--- src/rtl/sia_wb_arbiter_pkg.sv ---
// Shared definitions for the SIA Wishbone arbiter: grant state encodings and
// SIA register address map.
package sia_wb_arbiter_pkg;

  // The encodings double as the one-hot grant vector driven on gnt_o.
  typedef enum logic [1:0] {
    StIdle = 2'b00,
    StG0   = 2'b01,
    StG1   = 2'b10
  } arb_state_e;

  localparam logic [3:1] SiaAdrCtrl   = 3'd0;
  localparam logic [3:1] SiaAdrConfig = 3'd1;
  localparam logic [3:1] SiaAdrStatus = 3'd2;
  localparam logic [3:1] SiaAdrData   = 3'd3;

endpackage

--- src/rtl/sia_wb_arb_cnt.sv ---
// Outstanding-transfer counter: up on accepted strobe, down on ack, saturating
// at MAX_OUTST, never underflowing, with a synchronous clear.
module sia_wb_arb_cnt #(
  parameter int unsigned MAX_OUTST = 2,
  parameter int unsigned CNT_W     = 3
) (
  input  logic             clk_i,
  input  logic             reset_i,
  input  logic             inc_i,
  input  logic             dec_i,
  input  logic             clr_i,
  output logic [CNT_W-1:0] cnt_o,
  output logic             limit_o
);

  localparam logic [CNT_W-1:0] CntMax = CNT_W'(MAX_OUTST);

  logic [CNT_W-1:0] cnt_q, cnt_d;

  always_comb begin
    cnt_d = cnt_q;
    if (clr_i) begin
      cnt_d = '0;
    end else if (inc_i && !dec_i && (cnt_q != CntMax)) begin
      cnt_d = cnt_q + CNT_W'(1);
    end else if (dec_i && !inc_i && (cnt_q != '0)) begin
      cnt_d = cnt_q - CNT_W'(1);
    end
  end

  always_ff @(posedge clk_i) begin
    if (reset_i) begin
      cnt_q <= '0;
    end else begin
      cnt_q <= cnt_d;
    end
  end

  assign cnt_o   = cnt_q;
  assign limit_o = (cnt_q == CntMax);

endmodule

--- src/rtl/sia_wb_arbiter.sv ---
// Two-master round-robin arbiter in front of the SIA Wishbone B.4 pipelined
// slave port; holds the grant for a whole CYC and routes acks to the owner.
module sia_wb_arbiter
  import sia_wb_arbiter_pkg::*;
#(
  parameter int unsigned MAX_OUTST = 2,
  parameter int unsigned CNT_W     = 3
) (
  input  logic        clk_i,
  input  logic        reset_i,
  input  logic        m0_cyc_i,
  input  logic        m0_stb_i,
  input  logic        m0_we_i,
  input  logic [3:1]  m0_adr_i,
  input  logic [15:0] m0_dat_i,
  input  logic [1:0]  m0_sel_i,
  output logic [15:0] m0_dat_o,
  output logic        m0_ack_o,
  output logic        m0_stall_o,
  input  logic        m1_cyc_i,
  input  logic        m1_stb_i,
  input  logic        m1_we_i,
  input  logic [3:1]  m1_adr_i,
  input  logic [15:0] m1_dat_i,
  input  logic [1:0]  m1_sel_i,
  output logic [15:0] m1_dat_o,
  output logic        m1_ack_o,
  output logic        m1_stall_o,
  output logic        s_cyc_o,
  output logic        s_stb_o,
  output logic        s_we_o,
  output logic [3:1]  s_adr_o,
  output logic [15:0] s_dat_o,
  output logic [1:0]  s_sel_o,
  input  logic [15:0] s_dat_i,
  input  logic        s_ack_i,
  input  logic        s_stall_i,
  output logic [1:0]  gnt_o
);

  arb_state_e       state_q, state_d;
  logic             last_q, last_d;
  logic [CNT_W-1:0] outst;
  logic             limit;
  logic             cnt_inc, cnt_dec, cnt_clr;

  always_ff @(posedge clk_i) begin
    if (reset_i) begin
      state_q <= StIdle;
      last_q  <= 1'b1;
    end else begin
      state_q <= state_d;
      last_q  <= last_d;
    end
  end

  // Grant switches always pass through IDLE, so every grant lasts a full CYC.
  always_comb begin
    state_d = state_q;
    last_d  = last_q;
    unique case (state_q)
      StIdle: begin
        if (m0_cyc_i && (!m1_cyc_i || last_q)) begin
          state_d = StG0;
          last_d  = 1'b0;
        end else if (m1_cyc_i) begin
          state_d = StG1;
          last_d  = 1'b1;
        end
      end
      StG0: if (!m0_cyc_i) state_d = StIdle;
      StG1: if (!m1_cyc_i) state_d = StIdle;
      default: state_d = StIdle;
    endcase
  end

  always_comb begin
    s_cyc_o    = 1'b0;
    s_stb_o    = 1'b0;
    s_we_o     = 1'b0;
    s_adr_o    = '0;
    s_dat_o    = '0;
    s_sel_o    = '0;
    m0_dat_o   = '0;
    m0_ack_o   = 1'b0;
    m0_stall_o = 1'b1;
    m1_dat_o   = '0;
    m1_ack_o   = 1'b0;
    m1_stall_o = 1'b1;
    unique case (state_q)
      StG0: begin
        s_cyc_o    = m0_cyc_i;
        s_stb_o    = m0_stb_i & ~limit;
        s_we_o     = m0_we_i;
        s_adr_o    = m0_adr_i;
        s_dat_o    = m0_dat_i;
        s_sel_o    = m0_sel_i;
        m0_stall_o = s_stall_i | limit;
        m0_ack_o   = s_ack_i & m0_cyc_i;
        m0_dat_o   = s_dat_i;
      end
      StG1: begin
        s_cyc_o    = m1_cyc_i;
        s_stb_o    = m1_stb_i & ~limit;
        s_we_o     = m1_we_i;
        s_adr_o    = m1_adr_i;
        s_dat_o    = m1_dat_i;
        s_sel_o    = m1_sel_i;
        m1_stall_o = s_stall_i | limit;
        m1_ack_o   = s_ack_i & m1_cyc_i;
        m1_dat_o   = s_dat_i;
      end
      default: ;
    endcase
  end

  assign gnt_o = state_q;

  // Acks seen while no CYC is driven belong to an aborted cycle and are dropped.
  assign cnt_inc = s_stb_o & ~s_stall_i;
  assign cnt_dec = s_ack_i & s_cyc_o;
  assign cnt_clr = (state_q != StIdle) && (state_d == StIdle);

  sia_wb_arb_cnt #(
    .MAX_OUTST (MAX_OUTST),
    .CNT_W     (CNT_W)
  ) u_cnt (
    .clk_i   (clk_i),
    .reset_i (reset_i),
    .inc_i   (cnt_inc),
    .dec_i   (cnt_dec),
    .clr_i   (cnt_clr),
    .cnt_o   (outst),
    .limit_o (limit)
  );

endmodule

--- config.mk ---
export PLATFORM = sky130hd
export DESIGN_NAME = sia_wb_arbiter
export DESIGN_NICKNAME = d
export VERILOG_FILES = /design/src/rtl/sia_wb_arbiter_pkg.sv /design/src/rtl/sia_wb_arb_cnt.sv /design/src/rtl/sia_wb_arbiter.sv
export SDC_FILE = /design/constraint.sdc
export NUM_CORES = 1
export LEC_CHECK = 0
export ABC_AREA = 1
export BUFFER_PORTS_ARGS = -buffer_cell sky130_fd_sc_hd__buf_2
export CORE_ASPECT_RATIO = 0.9
export CORE_MARGIN = 10
export CORE_UTILIZATION = 33
export CTS_CLUSTER_SIZE = 40
export DETAILED_ROUTE_END_ITERATION = 12
export PLACE_DENSITY = 0.82
export SYNTH_ARGS = -nofsm -noshare
export SYNTH_HDL_FRONTEND = slang
export SYNTH_HIERARCHICAL = 1
export SYNTH_SLANG_ARGS = --single-unit
--- constraint.sdc ---
create_clock -name clk_i -period 2.65 [get_ports clk_i]
set_input_delay 0.53 -clock clk_i [delete_from_list [all_inputs] [get_ports clk_i]]
set_output_delay 0.53 -clock clk_i [all_outputs]
set_load 0.05 [all_outputs]
# Word-level counts from Yosys, hierarchy flattened
# Cells that the tools add are included.
dict set report word_totals {
  register_bits 6
  in_bits 68
  output_inout_bits 62
  word_cells 57
}
dict set report op_classes {
  add_sub_neg 2
  eq_ne 4
  n_mux 21
  bitwise_logic 9
  n_reduce_logical 18
}
# cell count
set op_table {}
lappend op_table {{16-bit 2-to-1 mux} 2}
lappend op_table {{16-bit one-hot mux with 2 select lines} 1}
lappend op_table {{2-bit 2-to-1 mux} 4}
lappend op_table {{1-bit AND} 6}
lappend op_table {{1-bit logical AND} 6}
lappend op_table {{1-bit 2-to-1 mux} 6}
lappend op_table {{3-bit 2-to-1 mux} 2}
lappend op_table {{1-bit one-hot mux with 2 select lines} 3}
lappend op_table {{2-bit one-hot mux with 3 select lines} 1}
lappend op_table {{3-bit one-hot mux with 2 select lines} 1}
lappend op_table {{2-bit nonzero test} 3}
lappend op_table {{2-bit logical NOT} 2}
lappend op_table {{2-bit one-hot mux with 2 select lines} 1}
lappend op_table {{3-bit by 1-bit adder with 3-bit output, second input constant} 1}
lappend op_table {{3-bit by 2-bit == test with 1-bit output, second input constant} 1}
lappend op_table {{1-bit logical NOT} 3}
lappend op_table {{3-bit by 2-bit inequality test with 1-bit output, second input constant} 1}
lappend op_table {{3-bit nonzero test} 1}
lappend op_table {{3-bit by 1-bit subtractor with 3-bit output, second input constant} 1}
lappend op_table {{2-bit by 1-bit == test with 1-bit output, second input constant} 1}
lappend op_table {{2-bit == test, second input constant} 1}
lappend op_table {{1-bit inverter} 2}
lappend op_table {{2-bit AND reduction} 1}
lappend op_table {{2-bit OR reduction} 1}
lappend op_table {{2 further kinds} 2}

# Longest topological paths before layout
# Gate-level depths: netlist of run 1.
dict set report depth {
  word_depth 10
  mapped_depth 14
  depth_no_buf 14
}

# Cells and area by module
# The synthesis of run 1 kept the hierarchy.
# mod instances cells_per_inst area_per_inst_um2 seq_area_each_um2
set modules_own_cells {}
lappend modules_own_cells {sia_wb_arbiter 1 195 884.6 60.1}
lappend modules_own_cells {sia_wb_arb_cnt 1 32 202.7 60.1}

# Worst setup path after synthesis of run 1
# No wires, ideal clock.
dict set report synth_path {
  path_type {flip-flop to output port}
  from {reg state_q[0] (netlist: gnt_o[0])}
  to {out s_stb_o}
  t_arrival_ns 2.420
  required_ns 2.120
  setup_slack_ns -0.300
  stages_incl_launch_ff 5
  n_path_buf 0
  path_cell_list {dfxtp_1 inv_1 ha_1 clkinv_1 nor3_1}
}
dict set report synth_between {
  elab_chain_cells 2
  word_cells_on_any_way 3
  cone_classes {eq/ne: 2; mux: 1}
}
# element line
set synth_lines {}
lappend synth_lines {{from (decl)} sia_wb_arbiter.sv:41} ;# arb_state_e state_q, state_d;
lappend synth_lines {{from (signal assigned)} sia_wb_arbiter.sv:49} ;# state_q <= StIdle;
lappend synth_lines {{from (signal assigned)} sia_wb_arbiter.sv:52} ;# state_q <= state_d;
lappend synth_lines {{2-bit == test / 2-bit by 1-bit == test with 1-bit output (equally long branches)} sia_wb_arbiter.sv:90} ;# unique case (state_q)
lappend synth_lines {{1-bit one-hot mux with 2 select lines *} sia_wb_arbiter.sv:90}
lappend synth_lines {{to (decl)} sia_wb_arbiter.sv:30} ;# output logic s_stb_o,
# Mark *: on every way between the ends. The rest lies on a longest branch, timed or not.

# Worst setup path after layout of run 1
dict set report layout_path {
  from {reg state_q[0] (netlist: gnt_o[0])}
  to {reg u_cnt.cnt_q[2] (netlist: u_cnt/cnt_o[2])}
}
dict set report layout_between {
  elab_chain_cells 7
  word_cells_on_any_way 24
  cone_classes {eq/ne: 2; mux: 8; bitwise: 2; reduce/logical: 12}
}
# element line
set layout_lines {}
lappend layout_lines {{2-bit == test / 2-bit by 1-bit == test with 1-bit output (equally long branches)} sia_wb_arbiter.sv:90}
lappend layout_lines {{1-bit one-hot mux with 2 select lines *} sia_wb_arbiter.sv:90}
lappend layout_lines {{1-bit AND *} sia_wb_arbiter.sv:120} ;# assign cnt_inc = s_stb_o & ~s_stall_i;
lappend layout_lines {{via cnt_inc} sia_wb_arbiter.sv:45} ;# logic cnt_inc, cnt_dec, cnt_clr;
lappend layout_lines {{1-bit logical NOT} sia_wb_arb_cnt.sv:26} ;# end else if (dec_i && !inc_i && (cnt_q != '0)) begin
lappend layout_lines {{1-bit logical AND (2 in a row)} sia_wb_arb_cnt.sv:26}
lappend layout_lines {{2-bit nonzero test (no source line)} n/a}
lappend layout_lines {{to (signal assigned)} sia_wb_arb_cnt.sv:35} ;# cnt_q <= cnt_d;
lappend layout_lines {{to (decl)} sia_wb_arb_cnt.sv:18} ;# logic [CNT_W-1:0] cnt_q, cnt_d;
# Mark *: on every way through the listed nets, which the timed path passes. The rest lies on a longest branch.
# A chain may end at the register's enable or synchronous reset.

==> impl_metrics.py, run 1 <==
metrics = {
    "run_status": {
        "outcome": "finished, final reports clean",
    },
    "setup_path": {
        "crit_family": "adder cells",
        "worstPathArrival_ns": 2.47,
        "crit_path_max_incr_delay_ns": 0.42,
        "cp.required_ns": 2.76,
        "worstPathMaxFanout": 9,
        "path_class": "reg2reg",
        "crit_path_top_delay_cell": "fa_1",
        "startpoint_type": "register",
        "path_buf_inv": 3,
        "crit_path_end_kind": "register",
        "worstPathCellList": "inv_1 -> ha_1 -> nor2_1 -> a21oi_1 -> nor4_2 -> inv_1 -> nor2_1 -> nand2_2 -> fa_1 -> inv_1 -> nand2_1 -> a21oi_1 -> nor2_1",
    },
    "timing": {
        "slew_headroom_pct": 78.3,
        "skew_ns": 0.00181,
        "slew_viol_final": 0,
        "tightest_slew_ns": 0.326,
        "min_period_ns": 2.36,
        "finalHoldViolCount": 0,
        "finalWorstSetupSlack_ns": 0.293,
        "finalSetupViolations": 0,
        "min_period_over_period_pct": 88.9,
        "whs_ns": 0.503,
        "max_freq_mhz": 424,
    },
    "synthesis": {
        "synth-seq-cells": 6,
        "synth_top_area_cell": "nand2_1",
        "synth-edff-count": 0,
        "synth_commonest_cells": "nand2_1 (95), inv_1 (50), a21oi_1 (27)",
        "async_reset_ff_share_pct": 0,
        "synth_fp_nets": 301,
        "ys_top_cells_by_area": "nand2_1 (33%), inv_1 (17%), a21oi_1 (12%)",
        "syn_inst": 227,
        "ys_warn_count": 6,
        "synth_flop_cell": "dfxtp_1",
        "synthDistinctLibCells": 18,
        "synth_most_common_cell": "nand2_1",
        "syn_area_per_cell_um2": 4.79,
        "synthesis.area_mm2": 0.00109,
        "synth_top_area_share_pct": 32.8,
        "ys_seq_area_share_pct": 11.0,
    },
    "detailed_routing": {
        "routed.top_layer": "met4",
        "antenna_left": 0,
        "wirelength_um": 5130,
        "via_count": 1741,
        "avgRoutedWirePerCell_um": 12.9,
        "wl_met3_um": 641,
        "m1WireLength_um": 1880,
        "viasPerCell": 4.40,
        "met2WireLength_um": 2570,
        "drcViolationCount": 0,
        "drtIter0Drc": 69,
        "dr.pass1.iters": 4,
    },
    "placement": {
        "dp.cells": 393,
        "dp_hpwl_um": 4400,
        "dp_slack_ns": 0.280,
        "portBuffers": 129,
        "gp_congestion": 0.938,
        "placed_area_mm2": 0.00178,
    },
    "cts": {
        "ctsRootBufferMaster": "clkbuf_8",
        "cts_tree": "built",
        "cts_setup_buffers": 0,
        "clock_latency_ns": 0.22,
        "cts_buffers": 3,
        "cts.path.max_buffers": 2,
        "clock_sinks": 6,
        "clk_pin_slew_worst_paths_ns": 0.04,
        "cts_htree_levels": 1,
    },
    "grt": {
        "grt_pass1_wl_um": 7450,
        "grt_overflow_total": 0,
        "grt_pass1_vias": 1539,
        "grt_max_degree": 26,
        "grt_usage_pct": 15.1,
        "antenna_found_initial": 0,
    },
    "pwr": {
        "power_leakage_nw": 1.31,
        "p_switching_uw": 380,
        "seqPwrFrac_pct": 15.5,
        "cell_internal_pwr_uw": 322,
        "peakVddDrop_v": 0.000403,
        "clkPwrFrac_pct": 20.1,
        "switching_share_pct": 54.1,
        "p_comb_share_pct": 64.4,
        "power_density_mw_per_mm2": 384,
    },
    "layout": {
        "postLayoutCellArea_mm2": 0.00183,
        "fin_nets": 430,
        "final_cells": 396,
        "antenna_cells": 0,
        "area_growth_pct": 67.9,
        "nFillCells": 332,
        "multiInputGateArea_um2": 731,
        "seqCellArea_um2": 123,
        "drive_gt1_share_pct": 41.2,
    },
    "floorplanning": {
        "core_mm2": 0.00311,
        "die_area_mm2": 0.00599,
        "row_count": 19,
        "start_util_pct": 34.9,
        "die_y_um": 74.5,
        "ioPinCount": 130,
        "fp.dieW_um": 80.5,
    },
    "worst_hold_path": {
        "min_path_type": "in2reg",
    },
    "run": {
        "maxCapViolCount": 0,
    },
}
## cells by family (layout without fill, tap and decap cells)
logic type / after synthesis / in the layout / synth area share (%)
AOI/OAI and AO/OA: 31 / 31 / 14.3
adders and majority gates: 6 / 6 / 7.60
buffers and inverters: 62 / 189 / 22.8
DFF: 6 / 6 / 11.0
and+or+nand+nor: 122 / 122 / 44.3
## metal layers
layer	global-route usage, %	vias to the layer above
met4	2.73	0
met3	4.58	4
li1	-	921
met5	0	-
met2	28.3	82
met1	16.4	734
## power groups by stage
stage	sequential [mW]	clock [mW]	combinational [mW]
after global placement	0.110	0	0.446
after detailed placement	0.110	0	0.451
final	0.109	0.141	0.452
after floorplan	0.118	0	0.310
after global routing	0.111	0.146	0.491
after CTS	0.109	0.143	0.452
## through the flow
step	TNS [ns]	util (%)	power, mW
3_3_place_gp	0	57.1	0.556
4_1_cts	0	58.4	0.704
5_1_grt	-0.00823	58.6	0.748
2_1_floorplan	0	-	0.429
6_report	0	58.6	0.702
3_5_place_dp	0	57.1	0.562
## path summary, 6_finish.rpt
kind	from	end	slack (ns)	cells past startpoint
worst min-delay path	reset_i	gnt_o[1]	0.50	2
worst min register to register	u_cnt/cnt_o[2]	u_cnt/cnt_o[2]	0.56	2
worst max register to register	gnt_o[0]	u_cnt/cnt_o[2]	0.29	13
worst max-delay path	gnt_o[0]	u_cnt/cnt_o[2]	0.29	13
## flip-flops by register name, summed over array words and instances (netlist names)
register / flops
u_cnt/cnt_o: 3
gnt_o: 2
last_q: 1
## cell type report
type	count	share of cell area, %
Clock buffer	3	2.26
Inverter	52	10.7
Multi-Input combinational cell	159	40.0
Sequential cell	6	6.72
Tap cell	42	2.88
Timing Repair Buffer	134	37.4
## cell usage in the layout, fill, tap and decap left out, types with 2 or more instances in the layout
master and instances:
clkinv_1 2, o21ai_1 3, inv_1 50, nand2_1 95, nand3_1 3, dfxtp_1 4, buf_2 129, nor2_1 15
a21oi_1 27, buf_4 5, nand2_2 4, ha_1 5, clkbuf_8 3, dfxtp_2 2
## worst register-to-register path, stage by stage, from the launching register on
cell and delay, ns:
dfxtp_2 0.37, inv_1 0.09, ha_1 0.31, nor2_1 0.13, a21oi_1 0.08, nor4_2 0.24, inv_1 0.07, nor2_1 0.12
nand2_2 0.10, fa_1 0.42, inv_1 0.07, nand2_1 0.06, a21oi_1 0.13, nor2_1 0.07
## what timing repair did
action | in CTS | in global routing
resized for setup | 0 | 1
endpoints found under the setup margin | 0 | 1
hold endpoints to repair | 0 | 0
hold buffers | 0 | 0
(Power assumes the default switching activity.)
==> run 2: changes to the inputs <==
==> constraint.sdc (replaced) <==
create_clock -name clk_i -period 2.65 [get_ports clk_i]
set_input_delay 0.3975 -clock clk_i [delete_from_list [all_inputs] [get_ports clk_i]]
set_output_delay 0.3975 -clock clk_i [all_outputs]
set_load 0.05 [all_outputs]
==> run 2 against run 1 <==
Largest cell class unchanged; sequential share of layout area is 0.051 points higher; clock-buffer cell count unchanged; highest routed layer unchanged; worst setup slack better by 0.066 ns; clock skew decreased by 0.00083 ns; die area unchanged; via count is 0.29% higher; first-iteration DRC count rose by 35%; critical path depth fell by 1; combinational power shrank 1%.
==> impl_metrics.py, run 2 (synthesized netlist as in run 1, its figures left out) <==
metrics = {
    "layout": {
        "largest_register_ffs": 3,
        "antenna_cells": 0,
        "postLayoutCellArea_mm2": 0.00181,
        "fin_nets": 429,
        "drive_gt1_share_pct": 40.8,
        "area_growth_pct": 66.6,
        "final_cell_mix": "buf_2 (129), nand2_1 (95), inv_1 (50), a21oi_1 (27), nor2_1 (15)",
        "layout_commonest_cell": "buf_2",
    },
    "worst_hold_path": {
        "min_path_type": "in2reg",
    },
    "setup_path": {
        "worstPathCellList": "inv_1 -> ha_1 -> clkinv_1 -> nor4_1 -> inv_1 -> nor2_1 -> nand2_2 -> fa_1 -> inv_1 -> nand2_1 -> a21oi_1 -> nor2_1",
        "worstPathArrival_ns": 2.40,
        "worstPathMaxFanout": 6,
        "crit_path_max_incr_delay_ns": 0.40,
        "cp.required_ns": 2.76,
        "critPathMostFrequentCell": "inv_1",
        "path_buf_inv": 4,
        "crit_path_end_kind": "register",
        "startpoint_type": "register",
        "crit_family": "simple AND/OR/NAND/NOR gates",
        "path_class": "reg2reg",
        "crit_path_top_delay_cell": "fa_1",
    },
    "grt": {
        "antenna_found_initial": 0,
        "grt_pass1_vias": 1549,
        "grt_max_degree": 40,
        "grt_pass1_wl_um": 7520,
        "grt_usage_pct": 15.1,
        "grt_overflow_total": 0,
    },
    "detailed_routing": {
        "via_count": 1746,
        "wirelength_um": 5030,
        "drcViolationCount": 0,
        "antenna_left": 0,
        "drtIter0Drc": 93,
        "avgRoutedWirePerCell_um": 12.7,
        "viasPerCell": 4.42,
        "dr.pass1.iters": 4,
    },
    "floorplanning": {
        "die_y_um": 74.5,
        "fp.dieW_um": 80.5,
        "core_mm2": 0.00311,
        "ioPinCount": 130,
        "die_area_mm2": 0.00599,
        "row_count": 19,
        "start_util_pct": 34.9,
    },
    "cts": {
        "clock_sinks": 6,
        "cts-hold-fix-buffers": 0,
        "cts_htree_levels": 1,
        "clk_pin_slew_worst_paths_ns": 0.04,
        "clock_latency_ns": 0.22,
        "cts.repair.resized": 0,
        "ctsRootBufferMaster": "clkbuf_8",
        "cts.path.max_buffers": 2,
        "cts_tree": "built",
        "cts_buffers": 3,
        "cts_setup_buffers": 0,
    },
    "timing": {
        "slew_headroom_pct": 55.9,
        "tns_ns": 0,
        "skew_ns": 0.000982,
        "min_period_ns": 2.29,
        "max_freq_mhz": 437,
        "finalSetupViolations": 0,
        "slew_viol_final": 0,
        "min_period_over_period_pct": 86.4,
        "finalHoldViolCount": 0,
        "tightest_slew_ns": 0.662,
        "rsz0062_at_grt": "false",
    },
    "run_status": {
        "outcome": "finished, final reports clean",
    },
    "placement": {
        "placed_area_mm2": 0.00177,
        "gp_congestion": 0.907,
        "dp_hpwl_um": 4360,
        "portBuffers": 129,
    },
    "run": {
        "maxCapViolCount": 0,
    },
    "pwr": {
        "power_density_mw_per_mm2": 383,
        "power_leakage_nw": 1.30,
        "peakVddDrop_v": 0.000281,
    },
}
## run 2: worst reg2reg max path, cell delays in order, from the launching register on
cell and delay, ns:
dfxtp_2 0.37, inv_1 0.09, ha_1 0.28, clkinv_1 0.08, nor4_1 0.35, inv_1 0.08, nor2_1 0.12, nand2_2 0.10
fa_1 0.40, inv_1 0.07, nand2_1 0.06, a21oi_1 0.13, nor2_1 0.06
## run 2: layout make-up
cell class / instances / area (um2)
Fill cell: 319 / 1300
Multi-Input combinational cell: 159 / 724
Timing Repair Buffer: 133 / 676
Inverter: 52 / 195
Sequential cell: 6 / 123
Tap cell: 42 / 52.6
Clock buffer: 3 / 41.3
## run 2: metal layers
metal  routed length (um)  global-route usage, %  vias up
met3                  630                   4.58        6
met1                 1830                   16.1      750
met4                   58                   4.10        0
met2                 2500                   28.1       77
li1                     -                      -      913
met5                    0                      0        -
## run 2: path summary, 6_finish.rpt
| check | from | endpoint | slack, ns | cells past startpoint |
|---|---|---|---|---|
| min reg2reg | u_cnt/cnt_o[2] | u_cnt/cnt_o[2] | 0.55 | 2 |
| max reg2reg | gnt_o[0] | u_cnt/cnt_o[2] | 0.36 | 12 |
| min | reset_i | gnt_o[0] | 0.37 | 2 |
| max | gnt_o[0] | u_cnt/cnt_o[2] | 0.36 | 12 |
## run 2: where the power goes
part,switching [mW],internal [mW],total [mW]
logic,0.324,0.122,0.446
clock network,0.0402,0.0976,0.138
registers,0.00942,0.0998,0.109
## run 2: metrics by stage
step / total power, mW / utilization [%] / instances / setup slack, ns / hold WS (ns)
after floorplan: 0.429 / - / 227 / 0.177 / 0.462
final: 0.693 / 58.2 / 395 / 0.360 / 0.369
after global routing: 0.743 / 58.2 / 395 / 0.0906 / 0.386
after global placement: 0.554 / 56.9 / 392 / 0.434 / 0.522
after CTS: 0.701 / 58.2 / 395 / 0.350 / 0.361
after detailed placement: 0.558 / 56.9 / 392 / 0.360 / 0.538
==> run 3: changes to the inputs <==
- clock period: 2.65 -> 2.5 ns (I/O delays scaled with it)
==> run 3 against run 2 <==
Clock power is 8% higher; largest power group unchanged; routed wire length is 1.3% higher; critical path depth stayed put; sequential share of layout area is 0.074 points lower; sequential power is 6% higher; final cell count is 0.25% higher; clock-buffer cell count stayed put; combinational power is 7.4% higher; register-to-register slack worse by 0.19 ns.
==> impl_metrics.py, run 3 (synthesized netlist as in run 1, its figures left out) <==
metrics = {
    "timing": {
        "finalHoldViolCount": 0,
        "max_freq_mhz": 429,
        "slew_viol_final": 0,
        "min_period_ns": 2.33,
        "finalWorstSetupSlack_ns": 0.170,
        "slew_headroom_pct": 75.4,
        "min_period_over_period_pct": 93.2,
        "whs_ns": 0.343,
        "skew_ns": 0.00218,
        "tns_ns": 0,
        "tightest_slew_ns": 0.369,
        "finalSetupViolations": 0,
        "rsz0062_at_grt": "false",
    },
    "cts": {
        "ctsRootBufferMaster": "clkbuf_8",
        "cts_htree_levels": 1,
        "cts_buffers": 3,
        "cts_tree": "built",
        "cts.path.max_buffers": 2,
        "clk_pin_slew_worst_paths_ns": 0.04,
        "clock_latency_ns": 0.22,
        "clock_sinks": 6,
        "cts_setup_buffers": 0,
    },
    "layout": {
        "multiInputGateArea_um2": 733,
        "postLayoutCellArea_mm2": 0.00183,
        "antenna_cells": 0,
        "final_cell_mix": "buf_2 (129), nand2_1 (95), inv_1 (50), a21oi_1 (27), nor2_1 (15)",
        "nFillCells": 323,
        "final_cells": 396,
        "fin_util_pct": 58.8,
        "area_growth_pct": 68.5,
        "drive_gt1_share_pct": 41.5,
        "fin_nets": 430,
        "layout_commonest_cell": "buf_2",
        "seqCellArea_um2": 123,
        "largest_register_ffs": 3,
    },
    "grt": {
        "met2_usage_pct": 29.1,
        "grt_pass1_vias": 1546,
        "grtUsageMet1_pct": 15.8,
        "top_usage_layer": "met2",
        "grt_max_degree": 40,
        "grt_overflow_total": 0,
        "antenna_found_initial": 0,
        "grt_usage_pct": 15.2,
        "grt_pass1_wl_um": 7490,
        "met3_usage_pct": 4.58,
    },
    "detailed_routing": {
        "via_count": 1752,
        "wirelength_um": 5090,
        "drtIter0Drc": 74,
        "viasPerCell": 4.42,
        "drcViolationCount": 0,
        "avgRoutedWirePerCell_um": 12.9,
        "dr.pass1.iters": 5,
        "antenna_left": 0,
    },
    "setup_path": {
        "worstPathMaxFanout": 6,
        "reg2regPathDepth": 12,
        "crit_path_top_delay_cell": "fa_1",
        "startpoint_type": "register",
        "worstPathCellList": "inv_1 -> ha_1 -> clkinv_1 -> nor4_2 -> inv_1 -> nor2_1 -> nand2_2 -> fa_1 -> inv_1 -> nand2_1 -> a21oi_1 -> nor2_1",
        "cp.required_ns": 2.62,
        "critPathMostFrequentCell": "inv_1",
        "crit_path_max_incr_delay_ns": 0.42,
        "worstPathArrival_ns": 2.45,
        "crit_path_end_kind": "register",
        "path_class": "reg2reg",
    },
    "floorplanning": {
        "start_util_pct": 34.9,
        "die_area_mm2": 0.00599,
        "ioPinCount": 130,
        "die_y_um": 74.5,
        "row_count": 19,
        "fp.dieW_um": 80.5,
        "core_mm2": 0.00311,
    },
    "pwr": {
        "clkPwrFrac_pct": 20.0,
        "peakVddDrop_v": 0.000320,
        "seqPwrFrac_pct": 15.5,
        "p_switching_uw": 401,
        "power_leakage_nw": 1.31,
        "cell_internal_pwr_uw": 342,
        "switching_share_pct": 54.0,
        "power_uw": 743,
        "p_comb_share_pct": 64.5,
        "power_density_mw_per_mm2": 406,
    },
    "run_status": {
        "outcome": "finished, final reports clean",
    },
    "placement": {
        "gp_congestion": 0.907,
        "dp_hpwl_um": 4360,
        "placed_area_mm2": 0.00178,
        "dp.cells": 393,
        "dp_slack_ns": 0.191,
        "portBuffers": 129,
    },
    "worst_hold_path": {
        "min_path_type": "in2reg",
        "worstHoldPathCells": 2,
    },
    "run": {
        "maxCapViolCount": 0,
    },
}
-- run 3: cell types whose count changed in the layout (fill, tap and decap cells not counted), sizes merged --
cell	before	now
buf	133	134
-- run 3: cell type report --
class,instances,area share [%]
Sequential cell,6,6.69
Timing Repair Buffer,134,37.5
Clock buffer,3,2.25
Tap cell,42,2.87
Inverter,52,10.7
Multi-Input combinational cell,159,40.0
-- run 3: worst paths after layout --
path / slack (ns) / startpoint / to
worst min-delay path: 0.34 / reset_i / gnt_o[0]
worst max register to register: 0.17 / gnt_o[0] / u_cnt/cnt_o[2]
worst max-delay path: 0.17 / gnt_o[0] / u_cnt/cnt_o[2]
worst min register to register: 0.53 / u_cnt/cnt_o[2] / u_cnt/cnt_o[2]
-- run 3: what timing repair did --
action	in CTS	in global routing
hold endpoints to repair	0	0
resized for setup	0	3
endpoints found under the setup margin	0	1
hold buffers	0	0
-- run 3: layer usage --
| metal | vias to the layer above | share of wire (%) |
|---|---|---|
| met5 | - | 0 |
| met2 | 80 | 51 |
| met3 | 4 | 14 |
| met1 | 752 | 35 |
| li1 | 916 | - |
| met4 | 0 | 0.37 |
-- run 3: critical path: cells and delay by family (launching register included) --
family	cells	cell delay, ns
compound gates	1	0.12
buf+inv	4	0.35
fa+ha+maj	2	0.72
simple gates	5	0.65
flops	1	0.37
-- run 3: power by group through the flow --
stage | clock, mW | combinational [mW] | sequential [mW]
after floorplan | 0 | 0.329 | 0.125
after global placement | 0 | 0.473 | 0.116
after detailed placement | 0 | 0.477 | 0.117
after CTS | 0.152 | 0.478 | 0.115
after global routing | 0.156 | 0.520 | 0.117
final | 0.149 | 0.479 | 0.115
